==> src/rtl/key_press_classifier_if.sv <==
// rtl/key_press_classifier_if.sv - key event inputs and gesture pulse outputs of the classifier
interface key_press_classifier_if;
    logic key_press;
    logic key_level;
    logic short_pulse;
    logic double_pulse;
    logic long_pulse;
    logic busy;

    // Debouncer / stimulus side: drives key events, observes gesture pulses.
    modport master (
        output key_press,
        output key_level,
        input  short_pulse,
        input  double_pulse,
        input  long_pulse,
        input  busy
    );

    // Classifier side.
    modport slave (
        input  key_press,
        input  key_level,
        output short_pulse,
        output double_pulse,
        output long_pulse,
        output busy
    );
endinterface

==> src/rtl/key_press_classifier.sv <==
// rtl/key_press_classifier.sv - classifies debounced key gestures into short, double and long presses
module key_press_classifier #(
    parameter int CNT_W         = 26,
    parameter int LONG_CYCLES   = 50000000,
    parameter int DCLICK_CYCLES = 15000000
) (
    input  logic                  clk,
    input  logic                  rst,
    key_press_classifier_if.slave kif
);

    typedef enum logic [2:0] {
        IDLE      = 3'd0,
        PRESS1    = 3'd1,
        WAIT2     = 3'd2,
        PRESS2    = 3'd3,
        LONG_HOLD = 3'd4
    } state_t;

    localparam logic [CNT_W-1:0] LONG_LAST   = CNT_W'(LONG_CYCLES - 1);
    localparam logic [CNT_W-1:0] DCLICK_LAST = CNT_W'(DCLICK_CYCLES - 1);
    localparam logic [CNT_W-1:0] CNT_MAX     = '1;

    state_t           state_q, state_d;
    logic [CNT_W-1:0] cnt_q, cnt_d;
    logic [CNT_W-1:0] cnt_inc;
    logic             short_q, short_d;
    logic             double_q, double_d;
    logic             long_q, long_d;

    // Saturating increment so the timer can never wrap back to zero.
    assign cnt_inc = (cnt_q == CNT_MAX) ? cnt_q : cnt_q + 1'b1;

    // State, timer and registered pulse outputs; reset discards any gesture in flight.
    always_ff @(posedge clk) begin
        if (rst) begin
            state_q  <= IDLE;
            cnt_q    <= '0;
            short_q  <= 1'b0;
            double_q <= 1'b0;
            long_q   <= 1'b0;
        end else begin
            state_q  <= state_d;
            cnt_q    <= cnt_d;
            short_q  <= short_d;
            double_q <= double_d;
            long_q   <= long_d;
        end
    end

    // Next-state logic; every transition clears the timer, pulses default low.
    always_comb begin
        state_d  = state_q;
        cnt_d    = '0;
        short_d  = 1'b0;
        double_d = 1'b0;
        long_d   = 1'b0;
        case (state_q)
            IDLE: begin
                if (kif.key_press) begin
                    state_d = PRESS1;
                end
            end
            PRESS1: begin
                // Release wins over the long threshold landing in the same cycle.
                if (!kif.key_level) begin
                    state_d = WAIT2;
                end else if (cnt_q == LONG_LAST) begin
                    state_d = LONG_HOLD;
                    long_d  = 1'b1;
                end else begin
                    cnt_d = cnt_inc;
                end
            end
            LONG_HOLD: begin
                if (!kif.key_level) begin
                    state_d = IDLE;
                end
            end
            WAIT2: begin
                // A second press wins over the timeout landing in the same cycle.
                if (kif.key_press) begin
                    state_d = PRESS2;
                end else if (cnt_q == DCLICK_LAST) begin
                    state_d = IDLE;
                    short_d = 1'b1;
                end else begin
                    cnt_d = cnt_inc;
                end
            end
            PRESS2: begin
                if (!kif.key_level) begin
                    state_d  = IDLE;
                    double_d = 1'b1;
                end
            end
            default: begin
                state_d = IDLE;
            end
        endcase
    end

    assign kif.short_pulse  = short_q;
    assign kif.double_pulse = double_q;
    assign kif.long_pulse   = long_q;
    assign kif.busy         = (state_q != IDLE);

endmodule

==> src/flat_wrapper.sv <==
// flat-port wrapper written by rule: the top's interface ports become plain ports
module key_press_classifier_flat 
#(
    parameter int CNT_W         = 26,
    parameter int LONG_CYCLES   = 50000000,
    parameter int DCLICK_CYCLES = 15000000
)
  (clk, rst, kif_key_press, kif_key_level, kif_short_pulse, kif_double_pulse, kif_long_pulse, kif_busy);
  key_press_classifier_if kif_i ();
  input  logic clk;
  input  logic rst;
  input wire logic [$bits(kif_i.key_press)-1:0] kif_key_press;
  input wire logic [$bits(kif_i.key_level)-1:0] kif_key_level;
  output wire logic [$bits(kif_i.short_pulse)-1:0] kif_short_pulse;
  output wire logic [$bits(kif_i.double_pulse)-1:0] kif_double_pulse;
  output wire logic [$bits(kif_i.long_pulse)-1:0] kif_long_pulse;
  output wire logic [$bits(kif_i.busy)-1:0] kif_busy;
  assign kif_i.key_press = kif_key_press;
  assign kif_i.key_level = kif_key_level;
  assign kif_short_pulse = kif_i.short_pulse;
  assign kif_double_pulse = kif_i.double_pulse;
  assign kif_long_pulse = kif_i.long_pulse;
  assign kif_busy = kif_i.busy;
  key_press_classifier #(.CNT_W(CNT_W), .LONG_CYCLES(LONG_CYCLES), .DCLICK_CYCLES(DCLICK_CYCLES)) u_core (.clk(clk), .rst(rst), .kif(kif_i));
endmodule
==> config.mk <==
export PLATFORM = sky130hd
export DESIGN_NAME = key_press_classifier_flat
export DESIGN_NICKNAME = d
export VERILOG_FILES = /design/src/rtl/key_press_classifier_if.sv /design/src/rtl/key_press_classifier.sv /design/src/flat_wrapper.sv
export SDC_FILE = /design/constraint.sdc
export NUM_CORES = 1
export LEC_CHECK = 0
export CAP_MARGIN = 20
export CORE_ASPECT_RATIO = 1.4
export CORE_UTILIZATION = 63
export DETAILED_ROUTE_END_ITERATION = 10
export PLACE_DENSITY_LB_ADDON = 0.05
export SETUP_SLACK_MARGIN = 0.3
export SLEW_MARGIN = 15
export SYNTH_ARGS = -nofsm -noshare
export SYNTH_HDL_FRONTEND = slang
export SYNTH_SLANG_ARGS = --single-unit
==> constraint.sdc <==
create_clock -name clk -period 5 [get_ports clk]
set_clock_uncertainty 0.2 [all_clocks]
set_input_delay 1 -clock clk [delete_from_list [all_inputs] [get_ports clk]]
set_output_delay 1 -clock clk [all_outputs]
set_load 0.05 [all_outputs]
### After elaboration in Yosys (flattened, before gate mapping)

Index checks and enable logic that the tools add are counted.

| word-level totals | value |
|---|---|
| bits in registers | 32 |
| latch bits | 0 |
| memory bits (writable) | 0 |
| ROM bits | 0 |
| input bits | 4 |
| output and inout port bits | 4 |
| logic and storage cells | 44 |
| memories | 0 |

| cells by class | value |
|---|---|
| $add $sub $neg | 1 |
| multiply operators | 0 |
| divide/modulo/power cells | 0 |
| $lt $le $gt $ge | 0 |
| equal/unequal tests | 11 |
| shift-type cells | 0 |
| mux-type cells | 16 |
| bitwise logic cells | 4 |
| reductions and logical operators | 7 |

Operators by type and width:

| cell | number |
|---|---|
| $mux W26 | 5 |
| $eq A26 B26 Y1 const B | 2 |
| $pmux W26 S2 | 1 |
| $add A26 B1 Y26 const B | 1 |
| $eq A26 B24 Y1 const B | 1 |
| $mux W3 | 6 |
| $pmux W3 S4 | 1 |
| $eq A3 B2 Y1 const B | 2 |
| $ne A3 B2 Y1 const B | 2 |
| $reduce_or A3 Y1 | 2 |
| $ne A2 B2 Y1 const B | 2 |
| $not A1 Y1 | 4 |
| $reduce_and A4 Y1 | 1 |
| $reduce_or A2 Y1 | 2 |
| $eq A3 B1 Y1 const B | 1 |
| $eq A3 B3 Y1 const B | 1 |
| $logic_not A3 Y1 | 1 |
| $mux W1 | 3 |
| $reduce_bool A3 Y1 | 1 |

### Longest topological paths before layout

Gate-level depths: netlist (run 1).

| depth | value |
|---|---|
| depth in word-level cells | 5 |
| gate-level depth with buffers | 7 |
| mapped depth without buffers | 6 |

### Worst setup path before layout (run 1)

OpenSTA, ideal clock, no wires.

| path | value |
|---|---|
| path type | reg-to-output |
| from | reg u_core.state_q[0] |
| to | out kif_busy |
| data arrival time | 999 ps |
| required time | 3,800 ps |
| path slack | 2,801 ps |
| cell stages (with the launch flop) | 3 |
| path buffers | 1 |
| cells stage by stage | dfxtp_1 -> clkbuf_1 -> or3_1 |

| between the ends | value |
|---|---|
| longest elaborated chain between the ends | 1 |

RTL lines:

| item | line | RTL |
|---|---|---|
| from (decl) | key_press_classifier.sv:24 | `state_t state_q, state_d;` |
| from (signal assigned) | key_press_classifier.sv:43 | `state_q <= state_d;` |
| $reduce_bool A3 Y1 | key_press_classifier.sv:106 | `assign kif.busy = (state_q != IDLE);` |
| to (decl) | flat_wrapper.sv:17 | `output wire logic [$bits(kif_i.busy)-1:0] kif_busy;` |

No other way between the ends.

### Worst setup path in the final report (run 1)

Ends and elaborated chain as after synthesis.

==> results by group, run 1 <==
Cells and area
  • Sequential cell area: 641 um2
  • Area of combinational cells with multiple inputs: 1020 um2
  • Final core occ: 71.1%
  • Number of inserted diodes: 0
  • Area delta synth->final: 8.15%
  • Layout cell share with drive strength beyond 1: 11.2%
  • Total number of nets in the final design: 211
  • Layout fillers: 217

Clock tree
  • Post-CTS Setup Repair Bufs: 0
  • Total number of H-tree levels: 2
  • Post-cts resize count: 0
  • Sink Count: 32
  • Later-pin clock latency in the skew report: 0.33 ns
  • Clock slew at reported path FFs: around 0.090 ns
  • Cell at the root of the clock tree: clkbuf_4
  • Hold buffer count at CTS: 0
  • Clock buffers created by TritonCTS: 5
  • Max Buffers Root-to-Sink: 2
  • Clock tree from TritonCTS: done

Timing
  • Final critical delay including setup and external delays: 2.96 ns
  • Final setup violation count: 0
  • Worst Max-Slew Pin Slew: about 0.7 ns
  • Period utilisation layout: 59.2%
  • Maximum clock frequency: 338 MHz
  • WHS: 0.311 ns
  • Setup TNS: 0 ns
  • Worst slew slack as a fraction of its limit: a little over half
  • Count of pins over their slew limit: 0
  • RSZ-0062 raised after global routing: false
  • Number of hold-slack violations in the final timing report: 0

Global route
  • All-layer global routing usage: 27.7%
  • Number of antenna violations at the first check in global routing: 0
  • First-pass GRT wire length: 6030 um
  • Number of global-route vias before repair: 1422
  • Total grt overflow: 0
  • Pin count of the biggest net entering global routing: 27

Place
  • HPWL Detailed: 2570 um
  • Buffers on Ports: 7
  • Placer Congestion: between 0.8 and 0.9

Worst setup path
  • Worst R2R Start: u_core.cnt_q[17]
  • Crit path max fanout: 9
  • Kind of start point of the critical path: flop
  • Critical R2R Capture: u_core.cnt_q[13]
  • Nature of the critical path endpoint: primary output
  • Cells on worst reg2reg path: 5
  • Source of the critical timing path: u_core.state_q[0]
  • Crit path required time: 3.80 ns
  • Critical Path Sink: kif_busy
  • Critical path type: flop to primary output
  • Data arrival time at the worst-slack endpoint: 1.76 ns
  • Slack of the worst reg-to-reg path: 2.43 ns

Power and ir drop
  • Largest voltage drop on the vdd net: 163 uV
  • Final Power: 0.444 mW
  • Leakage power summed over all cells: 0.549 nW
  • Combinational cell fraction of total power: under 10%
  • Internal power: 0.344 mW
  • Part of the power in the clock network: 37.2%
  • Ratio of total power to cell area: ~240 nW/um2
  • Fraction of power spent switching nets: between 20 and 25%
  • Sequential group share of total power: 58.5%
  • Switching power of the nets: 0.0997 mW

Flow run
  • Count of max-cap constraint violations: 0

Synthesis
  • Register bit total from synthesis: 32
  • Syn Inst Count: 197
  • FFs w/ async S/R, synth: 0%
  • Count of flip-flops with a built-in enable after synthesis: 0
  • Share of synthesized area occupied by flip-flops and latches: 37.3%
  • Yosys warnings: 0
  • Net count of the mapped netlist: 202
  • Dominant synthesized flop cell: dfxtp_1
  • Number of distinct library cell variants in the gate-level netlist after synthesis: 45
  • Syn Area/Cell: 8.73 um2
  • Combined area of all synthesized cells: 1720 um2

Route
  • Via count: 1511
  • Violation count after the first detailed-routing iteration: 37
  • Final ANT Viol Nets: 0
  • Average wire per standard cell: 14.6 um
  • Via density per instance: approximately 6.2
  • Final wirelength: 3540 um
  • 1st-pass router iterations: 4
  • DRC violation count after routing: 0

Floorplanning
  • Full die area: between 2000 and 3000 um2
  • Initial core utilization: 65.7%
  • Row count: 22
  • Chip Width: ~46 um
  • Core area: 2620 um2
  • IO Count: 8
  • Die boundary height: between 60 and 70 um

Worst hold path
  • Type of the most critical hold path: flop to flop

Status
  • Result of the run: finished clean
## how the worst min path moves through the flow
stage	start	endpoint	depth (start not counted)
floorplan	u_core.state_q[2]	u_core.state_q[2]	2
global placement	u_core.state_q[2]	u_core.state_q[2]	2
finish	u_core.state_q[2]	u_core.state_q[2]	2
global route	u_core.state_q[2]	u_core.state_q[2]	2
detailed placement	u_core.state_q[2]	u_core.state_q[2]	2
CTS	u_core.state_q[2]	u_core.state_q[2]	2
## kinds of logic (layout without fill, tap and decap cells)
kind of cell    after synthesis  in the layout  synth area share (%)
compound gates               31             31                  11.9
xor+xnor                     15             15                  7.64
fa+ha+maj                     1              1                 0.728
buf+inv                       8             17                  3.20
flops                        32             32                  37.3
mux                           1              1                 0.582
simple gates                109            109                  38.6
## flip-flops by register name, summed over array words and instances, names as in the netlist
register and flops:
u_core.cnt_q 26, u_core.state_q 3, u_core.kif.double_pulse 1, u_core.kif.long_pulse 1, u_core.kif.short_pulse 1
## critical path: stages (launching register included)
cell and delay (ns):
dfxtp_1 0.38, or3_1 0.35, clkdlybuf4s50_1 0.70
## through the flow
step | instance area (um2) | cells | setup WS [ns]
2_1_floorplan | 1720 | 197 | 2.80
3_3_place_gp | 1790 | 235 | 2.15
3_5_place_dp | 1790 | 235 | 2.09
4_1_cts | 1860 | 242 | 2.02
5_1_grt | 1860 | 242 | 1.97
6_report | 1860 | 242 | 2.04
## Yosys cell counts (2+ instances only)
cell	n	area, um2
o21ai_0	5	25.0
nand4b_1	2	17.5
xor2_1	2	17.5
nand2b_1	3	18.8
and3_1	5	31.3
xnor2_1	13	114
a21oi_1	13	65.1
or4b_1	2	20.0
buf_2	2	10.0
or4_4	2	22.5
nor4_2	2	25.0
a21oi_2	2	17.5
or4_1	4	30.0
nand4_1	7	43.8
a211oi_1	4	30.0
inv_1	2	7.51
and4_1	2	17.5
nand3b_1	3	22.5
nand4_2	2	25.0
nor4_1	5	31.3
nor3_1	7	35.0
o31ai_1	4	30.0
or3_1	5	31.3
nor2_1	26	97.6
nand3_1	9	45.0
nand2_1	14	52.6
dfxtp_1	32	641
## power by group through the flow
| stage | clock (mW) | combinational [mW] | sequential (mW) |
|---|---|---|---|
| 2_1_floorplan | 0 | 0.0156 | 0.264 |
| 3_3_place_gp | 0 | 0.0193 | 0.265 |
| 3_5_place_dp | 0 | 0.0195 | 0.265 |
| 4_1_cts | 0.169 | 0.0196 | 0.259 |
| 5_1_grt | 0.178 | 0.0210 | 0.260 |
| 6_report | 0.165 | 0.0193 | 0.259 |
## routing by layer
metal | global-route usage [%] | wire [um] | part of all wire (%)
met1 | 32.3 | 1500 | 42
met2 | 46.3 | 1850 | 52
met3 | 6.78 | 130 | 3.7
met4 | 11.4 | 56 | 1.6
met5 | 0 | 0 | 0
## cells in the final DEF (no fill, tap or decap), types with 2 or more instances in the layout
cell type,count
dfxtp_1,32
nor2_1,26
nand2_1,14
a21oi_1,13
xnor2_1,13
nand3_1,9
nand4_1,7
nor3_1,7
clkdlybuf4s50_1,7
or3_1,5
nor4_1,5
and3_1,5
o21ai_0,5
clkbuf_4,5
or4_1,4
a211oi_1,4
o31ai_1,4
nand3b_1,3
nand2b_1,3
inv_1,2
nand4_2,2
or4b_1,2
nand4b_1,2
nor4_2,2
or4_4,2
a21oi_2,2
xor2_1,2
and4_1,2
clkbuf_8,2
## cell type report
cell class | instances | area share (%)
Clock buffer | 7 | 3.50
Inverter | 2 | 0.404
Multi-Input combinational cell | 157 | 55.0
Sequential cell | 32 | 34.5
Tap cell | 36 | 2.42
Timing Repair Buffer | 8 | 4.17
Note: power is estimated with default switching activity, not from simulation.
==> run 2, diff against run 1 <==
CORE_UTILIZATION = 53   (was 63)
clock period = 2.5 ns   (was 5 ns; I/O delays follow)
==> run 2 against run 1 <==
Cell count increased by 11%; non-clock buffer count increased by 22; clock-buffer cell count increased by 1; first-iteration DRC count increased by 86%; register-to-register slack got worse by 2.1 ns; sequential share of layout area decreased by 4.9 points; via count increased by 8.7%; worst hold slack got worse by 0.0020 ns; die area increased by 18%; utilization increased by 1.9 points; sequential power increased by 98%; largest cell class unchanged; largest power group unchanged.
==> results by group, run 2 (same netlist as run 1, synthesis figures left out) <==
Worst setup path
  • Crit path max fanout: 5 (-4)
  • Critical path type: flop to flop
  • Crit path required time: 2.52 ns (-1.28 ns)
  • Data arrival time at the worst-slack endpoint: 2.23 ns (+0.47 ns)
  • Critical-path top delay cell: or4_4
  • Sequence of cells on the critical path: nand4_4, or4_4, a211o_1, or3_1, a21oi_2
  • Nature of the critical path endpoint: flop
  • Kind of start point of the critical path: flop
  • Maximum single-stage delay on the critical path: 0.55 ns (-0.15 ns)

Place
  • HPWL Detailed: 2940 um (+15%)
  • Cell area after placement: 1910 um2 (+6.2%)
  • Place WS: 0.167 ns (-1.93 ns)
  • Placed instance count: 249 (+6.0%)
  • Buffers on Ports: 7 (unchanged)
  • Placer Congestion: 0.913 (+11%)

Power and ir drop
  • Sequential group share of total power: 52.3% (-6.2 points)
  • Switching power of the nets: 0.221 mW (+120%)
  • Internal power: 0.761 mW (+120%)
  • Largest voltage drop on the vdd net: 360 uV (+120%)
  • Leakage power summed over all cells: 0.748 nW (+36%)
  • Fraction of power spent switching nets: 22.5% (about the same)
  • Part of the power in the clock network: 41.7% (+4.5 points)
  • Ratio of total power to cell area: 435 nW/um2 (+82%)
  • Final Power: 0.982 mW (+120%)
  • Combinational cell fraction of total power: 6.0% (+1.6 points)

Floorplanning
  • Die boundary height: 69.4 um (+8.7%)
  • Initial core utilization: 55.6% (-10 points)
  • Core area: 3090 um2 (+18%)
  • Full die area: 3480 um2 (+18%)
  • Row count: 24 (+9.1%)
  • Chip Width: 50.1 um (+8.6%)
  • IO Count: 8 (unchanged)

Clock tree
  • Clock slew at reported path FFs: 0.06 ns (-0.03 ns)
  • Later-pin clock latency in the skew report: 0.28 ns (-0.05 ns)
  • Clock tree from TritonCTS: done
  • Sink Count: 32 (unchanged)
  • Total number of H-tree levels: 2 (unchanged)
  • Max Buffers Root-to-Sink: 2 (unchanged)
  • Clock buffers created by TritonCTS: 5 (unchanged)
  • Cell at the root of the clock tree: clkbuf_8

Global route
  • All-layer global routing usage: 24.8% (-3.0 points)
  • Layer with the highest usage after global routing: met2
  • GR Util met1: 26.4% (-5.9 points)
  • Global routing usage on met3: 6.80% (+0.019 points)
  • Number of global-route vias before repair: 1582 (+11%)
  • First-pass GRT wire length: 6730 um (+12%)
  • Total grt overflow: 0 (unchanged)
  • Pin count of the biggest net entering global routing: 15 (-44%)
  • Number of antenna violations at the first check in global routing: 0 (unchanged)
  • Routing usage on met2: 45.0% (-1.3 points)

Timing
  • Final critical delay including setup and external delays: about 2.2 ns
  • Number of hold-slack violations in the final timing report: 0 (unchanged)
  • Final setup violation count: 0 (unchanged)
  • Count of pins over their slew limit: 0 (unchanged)
  • Maximum clock frequency: 453 MHz
  • Worst Max-Slew Pin Slew: 0.489 ns (-0.201 ns)
  • Setup TNS: 0 ns (unchanged)
  • Worst slew slack as a fraction of its limit: 67.3% (+13 points)
  • Period utilisation layout: 88.4%
  • WHS: 0.309 ns (-0.00201 ns)
  • RSZ-0062 raised after global routing: true
  • Post-route setup slack: 0.290 ns (-1.75 ns)

Cells and area
  • Final core occ: 73.0% (+1.9 points)
  • Leading cell type in the layout, fill and taps excluded: nor2_1
  • Area delta synth->final: 31.3%
  • Reg with most FFs: u_core.cnt_q
  • Largest regs: u_core.cnt_q x26, u_core.state_q x3
  • Non-filler instance count after layout: 268 (+11%)
  • Final Instance Area: 2260 um2 (+21%)
  • Top library cells by usage in the layout, fill and taps aside: nor2_1, dfxtp_1, buf_4
  • Layout cell share with drive strength beyond 1: 30.6% (+19 points)
  • Max reg flops: 26 (unchanged)
  • Layout fillers: 235 (+8.3%)
  • Number of inserted diodes: 0 (unchanged)
  • Total number of nets in the final design: 233 (+10%)

Route
  • Final ANT Viol Nets: 0 (unchanged)
  • Via density per instance: 6.13 (-1.9%)
  • 1st-pass router iterations: 4 (unchanged)
  • DRC violation count after routing: 0 (unchanged)
  • Via count: 1642 (+8.7%)
  • Violation count after the first detailed-routing iteration: 69 (+86%)
  • Average wire per standard cell: 16.1 um (+10%)
  • Final wirelength: 4330 um (+22%)

Status
  • Result of the run: finished clean

Worst hold path
  • Type of the most critical hold path: flop to flop

Flow run
  • Count of max-cap constraint violations: 0 (unchanged)
run 2: changes by cell type in the layout (fill, tap and decap cells not counted), moves of 3 or more:
cell and delta:
buf_4 +18, clkbuf_4 -5, clkbuf_8 +4, dfxtp_1 -10, dfxtp_2 +4, dfxtp_4 +6
nor4_1 -5, nor4_4 +3, or4_1 -3, or4_4 +3
run 2: final timing paths:
kind | startpoint | endpoint | slack [ns] | depth (start not counted)
hold / removal | u_core.state_q[2] | u_core.state_q[2] | 0.31 | 2
setup / recovery | u_core.cnt_q[6] | u_core.cnt_q[19] | 0.29 | 5
hold reg to reg | u_core.state_q[2] | u_core.state_q[2] | 0.31 | 2
setup reg to reg | u_core.cnt_q[6] | u_core.cnt_q[19] | 0.29 | 5
run 2: what timing repair did:
action | CTS | global route
endpoints found under the setup margin | 27 | 27
gates resized for setup | 14 | 27
gates cloned | 0 | 2
hold buffers | 0 | 0
pin swaps | 1 | 4
buffers inserted | 0 | 9
run 2: per-layer routing:
| layer | up-vias | routed length (um) |
|---|---|---|
| met2 | 55 | 2390 |
| met3 | 8 | 184 |
| met5 | - | 0 |
| met4 | 0 | 70 |
| li1 | 788 | - |
| met1 | 791 | 1680 |
run 2: power groups by stage:
| stage | Clock, mW | Combinational, mW | Sequential (mW) |
|---|---|---|---|
| detailed placement | 0 | 0.0484 | 0.531 |
| global placement | 0 | 0.0475 | 0.530 |
| CTS | 0.415 | 0.0472 | 0.519 |
| floorplan | 0 | 0.0312 | 0.528 |
| global route | 0.442 | 0.0633 | 0.514 |
| finish | 0.409 | 0.0589 | 0.514 |
run 2: cell type report:
class                      count  area, um2  area share [%]
tap                           39       48.8            2.16
multi-input combinational    157       1140            50.7
inverter                       2       7.51           0.333
clock buffer                   8       90.1            3.99
sequential                    32        668            29.6
timing repair buffer          30        298            13.2
run 2: critical path: cells and delay by family (launching register included):
kind               cells  cell delay, ns
AOI/OAI and AO/OA      2            0.49
DFF                    1            0.39
and+or+nand+nor        3            1.07
